`config.mk`:
```
export PLATFORM = sky130hd
export DESIGN_NAME = hazard_ctrl
export DESIGN_NICKNAME = d
export VERILOG_FILES = /design/src/rtl/hazard_ctrl.sv
export SDC_FILE = /design/constraint.sdc
export NUM_CORES = 1
export LEC_CHECK = 0
export CORE_ASPECT_RATIO = 1.1
export CORE_MARGIN = 5
export CORE_UTILIZATION = 40
export DETAILED_ROUTE_END_ITERATION = 16
export GPL_TIMING_DRIVEN = 1
export HOLD_SLACK_MARGIN = 0.06
export PLACE_DENSITY = 0.8
export SLEW_MARGIN = 20
export SYNTH_ARGS = -nofsm -noshare
export SYNTH_HDL_FRONTEND = slang
export SYNTH_SLANG_ARGS = --single-unit
```
`constraint.sdc`:
```
create_clock -name clk -period 4.6 [get_ports clk]
set_input_delay 0.92 -clock clk [delete_from_list [all_inputs] [get_ports clk]]
set_output_delay 0.92 -clock clk [all_outputs]
set_load 0.1 [all_outputs]
```
`src/rtl/hazard_ctrl.sv`:
```
// Pipeline hazard controller: load-use and branch-redirect detection, a multi-cycle
// stall sequencer for long-latency execute ops, and the delayed flags and held word for IF/ID.
module hazard_ctrl #(
  parameter int MD_LAT = 4
) (
  input  logic        clk,
  input  logic        reset_n,
  input  logic [31:0] instr,
  input  logic [4:0]  Rs1D,
  input  logic [4:0]  Rs2D,
  input  logic [4:0]  RdE,
  input  logic        LoadE,
  input  logic        PCSrcE,
  input  logic        MdStartE,
  output logic        StallF,
  output logic        StallD,
  output logic        StallE,
  output logic        FlushD,
  output logic        FlushE,
  output logic        stall_1d,
  output logic        flush_1d,
  output logic [31:0] inst_tmp_1d,
  output logic        md_busy
);

  typedef enum logic {IDLE, BUSY} mdState_t;

  localparam logic [3:0] MdLoad = 4'(MD_LAT - 1);

  mdState_t   state;
  logic [3:0] md_cnt;
  logic       lwStall;
  logic       mdStall;

  // A load writing x0 never creates a dependency.
  assign lwStall = LoadE & (RdE != 5'd0) & ((RdE == Rs1D) | (RdE == Rs2D));
  assign md_busy = (state == BUSY);
  assign mdStall = md_busy;

  assign StallF = lwStall | mdStall;
  assign StallD = lwStall | mdStall;
  assign StallE = mdStall;

  // While the long op is frozen in E its PCSrcE/LoadE are stale, so every flush is masked.
  assign FlushD = PCSrcE & ~mdStall;
  assign FlushE = (lwStall & ~mdStall) | (PCSrcE & ~mdStall);

  always_ff @(posedge clk or negedge reset_n) begin
    if (!reset_n) begin
      state  <= IDLE;
      md_cnt <= 4'd0;
    end else begin
      case (state)
        IDLE: begin
          if (MdStartE) begin
            state  <= BUSY;
            md_cnt <= MdLoad;
          end
        end
        BUSY: begin
          md_cnt <= md_cnt - 4'd1;
          if (md_cnt == 4'd1) begin
            state <= IDLE;
          end
        end
        default: begin
          state  <= IDLE;
          md_cnt <= 4'd0;
        end
      endcase
    end
  end

  // Capture only on the first stall cycle; later the memory returns the F-stage word.
  always_ff @(posedge clk or negedge reset_n) begin
    if (!reset_n) begin
      stall_1d    <= 1'b0;
      flush_1d    <= 1'b0;
      inst_tmp_1d <= 32'h0000_0000;
    end else begin
      stall_1d <= StallD;
      flush_1d <= FlushD;
      if (StallD && !stall_1d) begin
        inst_tmp_1d <= instr;
      end
    end
  end

endmodule

```
==> results of run 1 <==
## kinds of logic after synthesis
family,after synthesis,share of synthesized area [%]
buffers and inverters,33,7.23
adder cells (fa/ha/maj),2,0.976
flip-flops,39,38.1
AO/OA/AOI/OAI,40,14.7
AND/OR/NAND/NOR,144,35.2
XOR/XNOR,11,3.76
## critical path: stages
cell and delay, ns:
clkdlybuf4s50_1 0.47, or4_1 0.60, o21ai_4 0.15, nor2_1 0.10
or2_1 0.32, buf_12 0.20
## sequential cells by signal, indices dropped and copies added (netlist names)
name / flops
flush_1d: 1
stall_1d: 1
md_cnt: 4
StallE: 1
inst_tmp_1d: 32
## per-stage QoR
stage,hold WS (ns),worst slack [ns],instances,utilization (%)
after floorplan,0.473,0.783,269,-
after global placement,0.493,0.932,415,56.0
after detailed placement,0.503,0.919,415,56.0
after CTS,0.525,0.901,423,57.5
after global routing,0.575,0.856,423,57.5
final,0.523,0.918,423,57.5
## final timing paths
check	start	end	slack (ns)	cells past startpoint
max	RdE[1]	StallF	0.92	6
min	md_cnt[3]	md_cnt[3]	0.52	2
max reg2reg	StallE	inst_tmp_1d[6]	2.56	4
min reg2reg	md_cnt[3]	md_cnt[3]	0.52	2
max in group asynchronous	reset_n	StallE	3.24	1
min in group asynchronous	reset_n	flush_1d	0.75	1
## cell usage in the layout, fill, tap and decap left out, drive strengths merged
master / count
inv: 3
xor2: 11
buf: 12
nor3: 4
a21oi: 3
or2: 1
dfrtp: 39
a222oi: 32
o21ba: 1
clkbuf: 7
a22oi: 1
nor2b: 34
a22o: 1
nand3: 32
nor2: 5
o22ai: 1
or3: 1
or4: 1
o21ai: 1
nor3b: 1
or4b: 32
ha: 2
clkinv: 1
nand2: 33
clkdlybuf4s50: 84
## layer usage
metal	global-route usage, %	routed length (µm)
met1	23.2	3130
met2	30.5	3600
met3	5.00	537
met4	2.99	23
met5	0	0
## final cells by class
| type | instances | area share (%) |
|---|---|---|
| multi-input combinational | 197 | 39.7 |
| tap | 80 | 2.81 |
| clock inverter | 1 | 0.140 |
| sequential | 39 | 27.5 |
| inverter | 3 | 0.316 |
| clock buffer | 7 | 2.42 |
| timing repair buffer | 96 | 27.1 |
==> flow_summary.yaml, run 1 <==
finish:
  finish.net_count: 396
  multi_input_area_mm2: 0.00142
  antenna_cells: 0
  final_area_mm2: 0.00356
  seq_area_um2: 978
  fillers: 555
  drive_above_1_share_pct: 8.16
  syn_to_final_growth_pct: 39.0
placed_design:
  place_area_mm2: 0.00347
  io_buffers: 91
  routabilityCongestion: 0.835
  hpwlAfterDp_um: 4830
clock_tree:
  cts_resized: 0
  path_clk_slew_ns: 0.08
  ctsHtreeMaxLevel: 2
  clk_latency_ns: 0.29
  cts_tree: "built"
  clock-sinks: 39
  cts_buffer_depth: 2
  postCtsSetupBuffers: 0
  postCtsHoldBufs: 0
  cts_buffers: 5
  root_buffer: "clkbuf_8"
timing:
  post-route-period-util_pct: 80.0
  period_minus_slack_ns: 3.68
  max_slew_margin_pct: 33.5
  setup_viol: 0
  grt_setup_unrepaired: "no"
  setup_tns_ns: 0
  skew_ns: 0.00784
  drv_slew: 0
  fmax_mhz: 272
  finalHoldViolCount: 0
  worst_pin_slew_ns: 0.995
drt:
  viasPerCell: 6.03
  drc_errors: 0
  via_count: 2550
  avgRoutedWirePerCell_um: 17.2
  first_pass_iters: 7
  drt-total-wl_um: 7290
  drtAntennaViolNets: 0
  drt_iter0_drc: 289
setup_path:
  worstPathArrival_ns: 2.76
  end_kind: "primary output"
  path_class: "in -> out"
  start_kind: "primary input"
  cp_max_fo: 3
  crit_required_ns: 3.68
floorplanning:
  die_w_um: 86.3
  rows: 30
  die_y_um: 93.9
  core_mm2: 0.00619
  io_pins: 92
  start_util_pct: 41.4
  die_area_mm2: 0.00811
worst_hold_path:
  min_path_type: "reg -> reg"
yosys:
  synth_fp_nets: 323
  synth_area_leaders: "dfrtp_1 38%, a222oi_1 13%, or4b_1 12%"
  synth_common_cells: "39 x dfrtp_1, 34 x nor2b_1, 33 x nand2_1"
  synth-seq-cells: 39
  ys.flop_type: "dfrtp_1"
  syn-mean-instance-area_um2: 9.53
  yosysSeqAreaShare_pct: 38.1
  async_flop_share_pct: 100
  yosys_warnings: 0
  netlist_instances: 269
  yosysTopAreaCellShare_pct: 38.1
  ys_types: 28
  synth_area_leader_cell: "dfrtp_1"
  yosysMostFrequentCell: "dfrtp_1"
  syn_area_mm2: 0.00256
  synth-edff-count: 0
global_route:
  grt_usage_pct: 18.0
  gr-total-overflow: 0
  grt_pass1_wl_um: 12000
  grt_pass1_vias: 2533
  grt_max_degree: 66
  antenna_found_initial: 0
run_status:
  status: "completed"
job:
  max-cap-violations: 0
Power of run 1 is left out: the tool's default activity adds up to more than one toggle a clock period on the data nets, which glitch-free logic cannot reach.
==> run 2, diff against run 1 <==
==> constraint.sdc (replaced) <==
create_clock -name clk -period 3.65 [get_ports clk]
set_input_delay 0.73 -clock clk [delete_from_list [all_inputs] [get_ports clk]]
set_output_delay 0.73 -clock clk [all_outputs]
set_load 0.1 [all_outputs]
==> run 2 against run 1 <==
First-iteration DRC count is 14% lower. Sequential share of layout area is 0.074 points lower. Hold slack better by 0.0037 ns. Clock skew is 0.0048 ns lower. Register-to-register slack worse by 1.2 ns. Cell area is 0.14% higher. Largest cell class unchanged.
==> flow_summary.yaml, run 2 (synthesis gave the netlist of run 1 again) <==
run_status:
  status: "completed"
timing:
  finalHoldViolCount: 0
  post-route-period-util_pct: 90.6
  max_slew_margin_pct: 33.9
  skew_ns: 0.00300
  period_minus_slack_ns: 3.31
  drv_slew: 0
  worst_pin_slew_ns: 0.989
  fmax_mhz: 302
  setup_tns_ns: 0
  grt_setup_unrepaired: "no"
  setup_viol: 0
  fin_hold_ws_ns: 0.527
drt:
  drtAntennaViolNets: 0
  viasPerCell: 5.87
  drt_iter0_drc: 249
  drt-total-wl_um: 7110
  via_count: 2484
  drc_errors: 0
  avgRoutedWirePerCell_um: 16.8
  first_pass_iters: 7
finish:
  final_area_mm2: 0.00357
  seq_area_um2: 977
  largest_register_ffs: 32
  antenna_cells: 0
  finish.net_count: 396
  multi_input_area_mm2: 0.00142
  top_register: "inst_tmp_1d"
  final_common_cell: "clkdlybuf4s50_1"
  layout_common_cells: "83 x clkdlybuf4s50_1, 38 x dfrtp_1, 33 x nor2b_1, 33 x nand2_1, 32 x a222oi_1"
  finalNonFillerCells: 423
  fillers: 550
  syn_to_final_growth_pct: 39.2
  reg_top3: "inst_tmp_1d x32, md_cnt x4"
  drive_above_1_share_pct: 8.16
setup_path:
  critPathCapture: "StallF"
  end_kind: "primary output"
  timing.rr.end: "inst_tmp_1d[16]"
  r2r-start: "stall_1d"
  cp_max_fo: 3
  path_class: "in -> out"
  worstPathArrival_ns: 2.58
  start_kind: "primary input"
  crit_required_ns: 2.92
  reg2reg_depth: 4
  reg2reg_setup_slack_ns: 1.39
  startpoint: "RdE[1]"
clock_tree:
  cts_resized: 0
  clock-sinks: 39
  cts_buffer_depth: 2
  cts_buffers: 5
  cts_tree: "built"
  ctsHtreeMaxLevel: 2
  path_clk_slew_ns: 0.07
  postCtsSetupBuffers: 0
  postCtsHoldBufs: 0
  clk_latency_ns: 0.28
  root_buffer: "clkbuf_8"
global_route:
  antenna_found_initial: 0
  grt_usage_pct: 18.0
  gr-total-overflow: 0
  grt_max_degree: 67
  grt_pass1_vias: 2488
  grt_pass1_wl_um: 12000
floorplanning:
  start_util_pct: 41.4
  io_pins: 92
  die_w_um: 86.3
  die_y_um: 93.9
  core_mm2: 0.00619
  rows: 30
  die_area_mm2: 0.00811
placed_design:
  hpwlAfterDp_um: 4790
  routabilityCongestion: 0.841
  place_inst: 415
  place_area_mm2: 0.00347
  io_buffers: 91
worst_hold_path:
  hold_path.startpoint: "md_cnt[3]"
  min_path_type: "reg -> reg"
job:
  max-cap-violations: 0
==> run 2: cell count changes in the layout (fill, tap and decap cells not counted), sizes merged <==
| cell | change |
|---|---|
| clkbuf | +1 |
| clkinv | -1 |
| buf | +1 |
| clkdlybuf4s50 | -1 |
==> run 2: layout make-up <==
| cell class | instances | area share [%] |
|---|---|---|
| tap | 80 | 2.81 |
| clock buffer | 8 | 2.81 |
| sequential | 39 | 27.4 |
| timing repair buffer | 96 | 27.0 |
| inverter | 3 | 0.316 |
| multi-input combinational | 197 | 39.7 |
==> run 2: critical path, stage by stage <==
cell,delay (ns)
clkdlybuf4s50_1,0.48
or4_1,0.60
o21ai_4,0.15
nor2_1,0.09
or2_1,0.31
buf_12,0.20
==> run 2: metrics by stage <==
| stage | util [%] | setup slack (ns) |
|---|---|---|
| CTS | 57.6 | 0.343 |
| global placement | 56.0 | 0.370 |
| floorplan | - | 0.0835 |
| detailed placement | 56.0 | 0.355 |
| global route | 57.6 | 0.291 |
| finish | 57.6 | 0.344 |
==> run 2: worst min-delay path by stage <==
stage	to	depth (start not counted)	slack (ns)
2_1_floorplan	StallE	0	0.43
3_3_place_gp	md_cnt[3]	2	0.49
3_5_place_dp	md_cnt[3]	2	0.52
4_1_cts	md_cnt[3]	2	0.53
5_1_grt	md_cnt[0]	1	0.59
6_report	md_cnt[3]	2	0.53
==> run 2: metal layers <==
layer,up-vias,GRT usage (%),part of all wire (%)
met3,5,4.82,7.5
met1,1195,24.1,45
met2,94,29.1,47
met4,0,3.90,0.75
met5,-,0,0
li1,1190,-,-
Power of run 2 is left out for the same reason.
